===== src/rtl/xgriscv_fetch_queue_pkg.sv =====
// Shared core constants for the fetch front end: default widths and the
// canonical NOP (addi x0, x0, 0) presented when the queue is empty.
package xgriscv_fetch_queue_pkg;
  localparam int ADDR_SIZE  = 32;
  localparam int INSTR_SIZE = 32;
  localparam logic [31:0] INSTR_NOP = 32'h0000_0013;
endpackage


===== src/rtl/xg_sync_fifo.sv =====
// Generic in-order synchronous FIFO with flush; reused by fetch and store paths.
module xg_sync_fifo #(
  parameter int WIDTH = 8,
  parameter int DEPTH = 4,
  localparam int PTR_W = $clog2(DEPTH),
  localparam int CNT_W = PTR_W + 1
) (
  input  logic             clk,
  input  logic             reset,
  input  logic             push,
  input  logic             pop,
  input  logic             flush,
  input  logic [WIDTH-1:0] din,
  output logic [WIDTH-1:0] dout,
  output logic             full,
  output logic             empty,
  output logic [CNT_W-1:0] count
);
  logic [WIDTH-1:0] mem [DEPTH];
  logic [PTR_W-1:0] wr_ptr, rd_ptr;
  logic             do_push, do_pop;

  assign full    = (count == CNT_W'(DEPTH));
  assign empty   = (count == '0);
  // A push into a full FIFO is dropped even if a pop frees a slot this cycle.
  assign do_push = push & ~full;
  assign do_pop  = pop & ~empty;
  assign dout    = mem[rd_ptr];

  always_ff @(posedge clk) begin
    if (reset || flush) begin
      wr_ptr <= '0;
      rd_ptr <= '0;
      count  <= '0;
    end else begin
      if (do_push) wr_ptr <= wr_ptr + PTR_W'(1);
      if (do_pop)  rd_ptr <= rd_ptr + PTR_W'(1);
      if (do_push && !do_pop)      count <= count + CNT_W'(1);
      else if (do_pop && !do_push) count <= count - CNT_W'(1);
    end
  end

  always_ff @(posedge clk) begin
    if (!reset && !flush && do_push) mem[wr_ptr] <= din;
  end
endmodule


===== src/rtl/xgriscv_fetch_queue.sv =====
// Fetch PC generation plus a DEPTH-entry {pc, instr} queue feeding decode.
module xgriscv_fetch_queue
  import xgriscv_fetch_queue_pkg::*;
#(
  parameter int ADDR_W  = ADDR_SIZE,
  parameter int INSTR_W = INSTR_SIZE,
  parameter int DEPTH   = 4,
  parameter logic [ADDR_W-1:0] RESET_PC = '0,
  localparam int CNT_W = $clog2(DEPTH) + 1
) (
  input  logic               clk,
  input  logic               reset,
  input  logic               fetch_en,
  input  logic               redirect,
  input  logic [ADDR_W-1:0]  redirect_pc,
  output logic [ADDR_W-1:0]  imem_addr,
  input  logic [INSTR_W-1:0] imem_rdata,
  output logic               out_valid,
  input  logic               out_ready,
  output logic [ADDR_W-1:0]  out_pc,
  output logic [INSTR_W-1:0] out_instr,
  output logic [CNT_W-1:0]   count
);
  logic [ADDR_W-1:0]         pc;
  logic [ADDR_W+INSTR_W-1:0] head;
  logic                      full, empty, enq;
  logic                      unused_rpc_lsb;

  assign unused_rpc_lsb = ^redirect_pc[1:0];
  assign imem_addr      = pc;
  assign enq            = fetch_en & ~full & ~redirect;

  always_ff @(posedge clk) begin
    if (reset)         pc <= RESET_PC;
    else if (redirect) pc <= {redirect_pc[ADDR_W-1:2], 2'b00};
    else if (enq)      pc <= pc + ADDR_W'(4);
  end

  xg_sync_fifo #(.WIDTH(ADDR_W + INSTR_W), .DEPTH(DEPTH)) u_fifo (
    .clk   (clk),
    .reset (reset),
    .push  (enq),
    .pop   (out_ready),
    .flush (redirect),
    .din   ({pc, imem_rdata}),
    .dout  (head),
    .full  (full),
    .empty (empty),
    .count (count)
  );

  // Stale storage must never leak out; empty presents a clean bubble.
  assign out_valid = ~empty;
  assign out_pc    = empty ? '0 : head[ADDR_W+INSTR_W-1:INSTR_W];
  assign out_instr = empty ? INSTR_W'(INSTR_NOP) : head[INSTR_W-1:0];
endmodule


===== config.mk =====
export PLATFORM = sky130hd
export DESIGN_NAME = xgriscv_fetch_queue
export DESIGN_NICKNAME = d
export VERILOG_FILES = /design/src/rtl/xgriscv_fetch_queue_pkg.sv /design/src/rtl/xg_sync_fifo.sv /design/src/rtl/xgriscv_fetch_queue.sv
export SDC_FILE = /design/constraint.sdc
export NUM_CORES = 1
export LEC_CHECK = 0
export CORE_MARGIN = 3
export CORE_UTILIZATION = 50
export CTS_CLUSTER_DIAMETER = 80
export DETAILED_ROUTE_END_ITERATION = 10
export GPL_TIMING_DRIVEN = 1
export PLACE_DENSITY = 0.74
export SYNTH_ARGS = -nofsm -noshare
export SYNTH_HDL_FRONTEND = slang
export SYNTH_HIERARCHICAL = 1
export SYNTH_SLANG_ARGS = --single-unit

===== constraint.sdc =====
create_clock -name clk -period 6.7 [get_ports clk]
set_input_delay 0.67 -clock clk [delete_from_list [all_inputs] [get_ports clk]]
set_output_delay 0.67 -clock clk [all_outputs]
set_load 0.05 [all_outputs]

==> run summary, run 1 <==
The number of different library cells in the post-synthesis netlist is 61. For this block, the via count after detailed routing is 6899. 169 I/O pins were placed. The number of H-tree branching levels was 1. The run gives 0 as the number of DRC violations after detailed routing. The measured slew at the worst slew-check pin is 1.149 ns, and the count of yosys warnings during synthesis is 6. The storage element area was 8476 um2. The initial antenna violation count was 0; the number of buffers inserted by post-CTS setup repair was 0. The endpoint required time on the critical path was 6.03 ns. From synthesis to final layout, the design area changed by 24.61%. The final critical-path share of the clock period works out to 62.26%. Sorting the synthesized cells by area gives the leading types as sky130_fd_sc_hd__edfxtp_1 (64%), sky130_fd_sc_hd__mux4_2 (12%), sky130_fd_sc_hd__dfxtp_1 (6.5%), sky130_fd_sc_hd__nor2b_1 (3.3%), sky130_fd_sc_hd__nor2_1 (1.1%).

The kind of cell adding the most delay to the critical path was buffers and inverters. Power spread over the standard cell area amounts to 284.9 nW/um2. In the final layout, the share of cells above drive strength 1 is 15.48%. The tools report the sum of negative setup slack as 0 ns. Of the synthesized area, sequential elements account for 70.75%. Number of pins with negative max-slew slack in the final report: 0. In this run the standard cell core region covers 23050 um2. The endpoint type of the worst setup path was an output pin. The slowest stage of the critical path belongs to the cell sky130_fd_sc_hd__dfxtp_4. The largest fanout on the critical path is 46, and the count of standard-cell rows is 55. Summed over all layers, the global routing overflow is 0. After layout, the minimum clock period comes to 4.172 ns. Entering global routing, the biggest net connects 65 pins. Most common cell in the netlist: sky130_fd_sc_hd__edfxtp_1. The floorplan die height was 160.7 um; the relative max-transition margin was 22.67%.

Among all flip-flop cells after synthesis, the most frequent one is sky130_fd_sc_hd__edfxtp_1. The instance count of the mapped netlist was 689; the number of nets still failing antenna checks after routing was 0. The clock net in this run drives a total of 295 sinks. The tools report the starting density of the core as 51.92%.

Number of flip-flops and latches in the synthesized netlist: 295. The layout has 1605 filler cells. The count of input and output buffers works out to 164.

The run gives 0 as the count of endpoints failing hold in the final timing report. For the maximum buffer depth of the clock tree, the log shows 3. The tools report the CTS root buffer as sky130_fd_sc_hd__clkbuf_16. Final worst hold slack: 0.5234 ns. Across all register-to-register paths, the minimum setup slack is 3.57 ns.

The worst setup path is of the reg -> out kind. The number of DRC markers in iteration 0 was 461; the total power was 0.004248 W. For the count of max-cap constraint violations, the log shows 0. For this design the static power due to leakage is 4.697 nW. The die is 160.7 um wide. TritonCTS created 30 clock buffers. Setup repair after global routing left no endpoint under its margin. Counting flops with a built-in enable in the synthesized netlist gives 256. The total routing usage reported by global routing was 19.12%.

0 antenna diodes ended up in the layout. The number of nets in the finished design was 938. The longest individual stage delay on the worst path works out to 0.98 ns.

The synthesized netlist occupies a cell area of 11970 um2. The run gives 24.79 mm as the routed wire length. The average wire length per cell after detail routing was 20.70 um; the final setup skew was 0.01716 ns. The largest area contributor in the netlist is sky130_fd_sc_hd__edfxtp_1.

The number of buffer and inverter instances along the worst setup path came out at 2. Detailed placement finished with a half-perimeter wire length of 14.85 mm. Sorting the synthesized cells by how often they occur yields sky130_fd_sc_hd__edfxtp_1 (256), sky130_fd_sc_hd__mux4_2 (64), sky130_fd_sc_hd__nor2b_1 (63). The die covers 25830 um2.

In the synthesized netlist the async set-or-reset flop fraction comes to 0%. Clock latency on the worst-skew pair, taken at its later pin, is 0.54 ns. For the detailed-router iteration count before antenna repair, the log shows 6. The average via count per standard cell came out at 5.759. The run gives 7189 as the number of global-route vias before repair.

The multi-input combinational cells in the finished layout cover a total of 3329 um2. The register clock-pin slew on the reported worst setup and hold paths works out to 0.05 ns. The tightest min-delay check is of the reg -> reg type. The synthesized area per cell works out to 17.37 um2. The run finished with clean final reports. Data arrives at the worst endpoint at 3.50 ns.

The run gives 0 as the number of resized instances in the post-cts repair step. STA classifies the critical path startpoint as a flop. Routability-driven placement finished with a final weighted congestion of 0.8960. The run gives 239.7 MHz as the achievable frequency. Across the VDD grid, the largest voltage drop is 0.1791 mV. The first global-routing pass estimated 39.34 mm of wire. In this run, post-CTS hold repair placed 0 buffers. TritonCTS built the clock tree. The critical path goes through buf_4 > mux4_2 > nor2b_1 > clkdlybuf4s50_1. Setup violations remaining at the end of the flow were counted as 0. Summed over its instances, the top area cell type makes up 64.23% of the synthesized netlist area.
-- metal layers --
layer	wire [um]	part of all wire (%)	vias to the layer above	global-route usage, %
met5	0	0	-	0
met4	483	1.9	0	4.967
met3	1761	7.1	45	3.430
met2	11890	48	298	31.37
met1	10660	43	3471	26.87
li1	-	-	3085	-
-- power by group --
group | internal [W] | total [W] | switching [W]
clock network | 0.000988 | 0.00163 | 0.000647
logic | 0.000196 | 0.000540 | 0.000344
registers | 0.00202 | 0.00207 | 0.0000500
total | 0.00321 | 0.00425 | 0.00104
-- layout make-up --
cell class	count	share of cell area, %
Clock buffer	42	5.898
Timing Repair Buffer	168	11.21
Tap cell	313	2.626
Multi-Input combinational cell	353	22.32
Sequential cell	295	56.83
Inverter	14	0.3523
Clock inverter	13	0.7634
-- registers in the layout (all words and copies together) (netlist names), named ones only --
name	flops
u_fifo/mem	256
imem_addr	30
u_fifo/count	3
u_fifo/rd_ptr	2
u_fifo/wr_ptr	2
-- kinds of logic after synthesis --
group | count (synthesis) | synth area share [%]
AOI/OAI and AO/OA | 57 | 3.471
xor gates and xnor gates | 13 | 0.9513
adders and majority gates | 7 | 0.7945
buffers and inverters | 50 | 1.903
DFF | 295 | 70.75
muxes | 66 | 12.21
other | 1 | 0.03133
and+or+nand+nor | 200 | 9.889
-- worst register-to-register path, delay by kind of cell (launching register included) --
kind                       cells  cell delay [ns]
and+or+nand+nor                5             1.50
buffers and inverters          2             0.15
DFF                            1             0.51
adders and majority gates      2             0.58
AOI/OAI and AO/OA              1             0.16
xor gates and xnor gates       1             0.16
-- path summary, 6_finish.rpt --
check | start | end | depth (start not counted)
max | flop | out_pc[16] | 4
min | u_fifo/rd_ptr[1] | u_fifo/rd_ptr[1] | 2
min reg2reg | u_fifo/rd_ptr[1] | u_fifo/rd_ptr[1] | 2
max reg2reg | u_fifo/count[0] | u_fifo/count[2] | 11
-- cell usage in the layout, fill, tap and decap left out, types with 4 or more instances in the layout --
master                              n
sky130_fd_sc_hd__clkbuf_1           7
sky130_fd_sc_hd__xnor2_1            4
sky130_fd_sc_hd__a211oi_1          12
sky130_fd_sc_hd__inv_1             13
sky130_fd_sc_hd__o21ai_0           10
sky130_fd_sc_hd__o31ai_1            4
sky130_fd_sc_hd__xor2_1             9
sky130_fd_sc_hd__a311oi_1           8
sky130_fd_sc_hd__clkbuf_16         33
sky130_fd_sc_hd__nand2_1           21
sky130_fd_sc_hd__dfxtp_1           37
sky130_fd_sc_hd__clkdlybuf4s50_1  164
sky130_fd_sc_hd__nor2b_1           63
sky130_fd_sc_hd__or2_2              4
sky130_fd_sc_hd__a21oi_1            7
sky130_fd_sc_hd__buf_4              4
sky130_fd_sc_hd__conb_1            10
sky130_fd_sc_hd__nor2_1            35
sky130_fd_sc_hd__mux4_2            64
sky130_fd_sc_hd__and4_1             6
sky130_fd_sc_hd__edfxtp_1         256
sky130_fd_sc_hd__and3_4             4
sky130_fd_sc_hd__clkinv_2           7
sky130_fd_sc_hd__or3_1              5
sky130_fd_sc_hd__nand3_1           13
sky130_fd_sc_hd__nand4_1           12
sky130_fd_sc_hd__ha_1               6
sky130_fd_sc_hd__nor4_1             8
-- through the flow --
step           util, %  worst slack [ns]  area [um2]  instances
4_1_cts          64.69             2.385       14910       1198
6_report         64.69             2.528       14910       1198
2_1_floorplan        -             2.969       12000        698
3_3_place_gp     60.39             2.962       13920       1143
3_5_place_dp     60.39             2.953       13920       1143
5_1_grt          64.69             2.194       14910       1198
Power figures use the tool's default switching activity.
==> run 2: changes to the inputs <==
==> constraint.sdc (replaced) <==
create_clock -name clk -period 4.1 [get_ports clk]
set_input_delay 0.41 -clock clk [delete_from_list [all_inputs] [get_ports clk]]
set_output_delay 0.41 -clock clk [all_outputs]
set_load 0.05 [all_outputs]
==> run summary, run 2 (same netlist as run 1, synthesis figures left out) <==
The final number of setup-violating endpoints is 0 (unchanged), and the final global-route overflow total is 0 (unchanged). Subtracting the final worst setup slack from the clock period gives 3.425 ns. Average wire length per cell after detail routing: 21.08 um (+1.9%). For the insertion delay of the later-clocked pin in the worst-skew pair, the log shows 0.53 ns (about the same). The maximum buffer depth of the clock tree came out at 3 (unchanged). The number of DRC violations after detailed routing was 0 (unchanged). The number of flip-flops in the largest register works out to 256 (unchanged). The tools report the end of the worst register-to-register path as u_fifo/count[2].

The final-layout fill cell count is 1603 (-0.12%). The endpoint type of the worst setup path was an output pin. The worst-case register-to-register setup slack is 0.99 ns (-2.58 ns). In this run the clock root is driven by a sky130_fd_sc_hd__clkbuf_16. The floorplan die height is 160.7 um (unchanged), and the final setup skew is 0.01884 ns (+0.001678 ns).

The run gives 169 (unchanged) as the number of top-level pins. The longest individual stage delay on the worst path is 0.99 ns (about the same). For this design, the slowest cell found on the critical path is sky130_fd_sc_hd__dfxtp_4. The logs give 0 (unchanged) for the number of buffers inserted by post-CTS setup repair and 0 (unchanged) for the final antenna diode count. The number of nets in the finished design was 943 (+0.53%); the largest fanout on the critical path was 64 (+39%). For the routed wire length, the log shows 25.34 mm (+2.2%). The number of pins with negative max-slew slack in the final report was 0 (unchanged). The starting density of the core is 51.92% (unchanged). The summed area of non-filler cells in the final layout was 14950 um2 (+0.21%); the share of layout cells above drive strength 1 was 15.07% (-0.41 points).

The sum of negative setup slack was 0 ns (unchanged). Setup repair after global routing left no endpoint under its margin. In the layout the commonest cells are sky130_fd_sc_hd__edfxtp_1 (256), sky130_fd_sc_hd__clkdlybuf4s50_1 (164), sky130_fd_sc_hd__mux4_2 (64). The tools report the number of H-tree branching levels as 1 (unchanged). The final critical-path share of the clock period came out at 83.53%.

The flow ran to the end, and the final reports show no timing, DRC or antenna violations. The count of cells along the worst hold path works out to 3 (+1). Total routing usage reported by global routing: 19.76% (+0.64 points). The path class of the tightest hold or removal check is in -> reg. The area growth from synthesis to layout is 24.87%. The measured slew at the worst slew-check pin was 1.172 ns (+0.02216 ns). The relative max-transition margin is 21.18% (-1.5 points), and the count of hold buffers inserted by post-cts repair is 0 (unchanged). The number of buffer and inverter instances along the worst setup path is 1 (-1), and the core box area is 23050 um2 (unchanged). Total power: 0.006802 W (+60%). The run gives 4.691 nW (-0.12%) as the leakage component of the power.

The run gives 7298 (+1.5%) as the number of global-route vias before repair. The placement-stage cell area was 14040 um2 (+0.86%); the end-of-flow core utilization was 64.83% (+0.14 points). TritonCTS built the clock tree. The CTS sink count is 295 (unchanged), and the total via count after detailed routing is 6888 (-0.16%).

The run gives 25830 um2 (unchanged) as the die footprint. The tools report the launching point of the worst reg2reg path as u_fifo/count[0]. Grouping stages by cell kind, the critical path spends the most delay in flip-flops. The number of DRC markers in iteration 0 was 585 (+27%). For the number of cells in the design after placement, the log shows 1149 (+0.52%).

The worst setup path is of the reg -> out kind. The run gives 29 (-3.3%) as the number of buffers created by CTS. The library cell used most frequently in the layout, excluding fill and tap cells, is sky130_fd_sc_hd__edfxtp_1. For the initial antenna violation count, the log shows 0 (unchanged). The average via count per standard cell came out at 5.730 (-0.49%). Timing would allow up to 292.0 MHz. The post-DP HPWL is 15.73 mm (+5.9%), and the count of endpoints failing hold in the final timing report is 0 (unchanged). The number of nets still failing antenna checks after routing came out at 0 (unchanged). Die width: 160.7 um (unchanged). The post-route non-filler standard cell count came out at 1202 (+0.33%). For hold timing, the worst endpoint is imem_addr[4]. The startpoint type of the worst setup path is a flop.

The detailed-router iteration count before antenna repair came out at 5 (-1). The cell area power density works out to 455.1 nW/um2 (+60%). The endpoint required time on the critical path is 3.69 ns (-2.34 ns), and the number of resized instances in the post-cts repair step is 0 (unchanged). The register clock-pin slew on the reported worst setup and hold paths came out at 0.06 ns (about the same). The run gives 66 (+1.5%) as the pin count of the biggest net entering global routing. The depth of the worst register-to-register path came out at 11 (unchanged).

The count of input and output buffers came out at 164 (unchanged). The tools report the count of max-cap constraint violations as 0 (unchanged). Walking the worst path, the cells encountered are mux4_2 > nor2b_1 > clkdlybuf4s50_1. The startpoint identified for the worst hold timing path is redirect_pc[4]. The tools report the arrival time at the worst endpoint as 3.01 ns (-0.49 ns).

The first-pass GRT wire length is 40.48 mm (+2.9%), and the worst-case vdd ir drop is 0.2394 mV (+34%). The tools report the count of standard-cell rows as 55 (unchanged). The register with the most flip-flops is u_fifo/mem. The tools report the placer's final routability congestion estimate as 0.8997 (+0.41%).
==> run 2: changes by cell type in the layout (fill, tap and decap cells not counted), sizes merged <==
cell and delta:
clkbuf -7, clkinvlp +1, buf +6, bufinv +1, clkinv +3
==> run 2: how the worst max path moves through the flow <==
stage                         start  slack, ns               end  cells past startpoint
global route                   flop       0.51        out_pc[30]                      3
CTS                            flop       0.60        out_pc[30]                      3
detailed placement         fetch_en        1.0   u_fifo/count[2]                     10
finish                         flop       0.68        out_pc[30]                      3
global placement           fetch_en       1.05   u_fifo/count[2]                     10
floorplan           u_fifo/count[0]       0.37  u_fifo/mem[0][0]                      7
==> run 2: final cells by class <==
type                            count  area (um2)  area share [%]
Tap cell                          313       391.6           2.620
Clock inverter                     18       156.4           1.046
Inverter                           14       52.55          0.3516
Clock buffer                       35       748.2           5.006
Sequential cell                   295        8476           56.71
Multi-Input combinational cell    353        3329           22.28
Timing Repair Buffer              174        1792           11.99
==> run 2: power breakdown <==
part | switching, W | internal (W) | total, W
sequential | 0.0000768 | 0.00331 | 0.00338
combinational | 0.000570 | 0.000329 | 0.000900
clock | 0.00104 | 0.00148 | 0.00252
==> run 2: per-layer routing <==
layer	GRT usage, %	up-vias	part of all wire (%)	wire [um]
met2	33.04	286	49	12500
met1	26.94	3463	41	10510
met3	3.921	45	7.4	1879
met5	0	-	0	0
li1	-	3094	-	-
met4	5.084	0	1.8	455
==> run 2: worst reg2reg max path, stage by stage (launching register included) <==
cell and delay [ns]:
sky130_fd_sc_hd__dfxtp_1 0.52, sky130_fd_sc_hd__or3b_4 0.23, sky130_fd_sc_hd__inv_1 0.09, sky130_fd_sc_hd__nand2b_1 0.25, sky130_fd_sc_hd__nor2_1 0.34, sky130_fd_sc_hd__and2_4 0.26
sky130_fd_sc_hd__ha_1 0.19, sky130_fd_sc_hd__inv_1 0.07, sky130_fd_sc_hd__fa_1 0.38, sky130_fd_sc_hd__xor2_1 0.15, sky130_fd_sc_hd__or3_2 0.41, sky130_fd_sc_hd__a21oi_1 0.15
==> run 2: stage by stage <==
step                      setup WS [ns]  hold WS (ns)
after CTS                        0.6009        0.4211
after global routing             0.5141        0.4643
after detailed placement         0.9958        0.5365
after global placement            1.052        0.5008
final                            0.6752        0.4501
after floorplan                  0.3694        0.4847
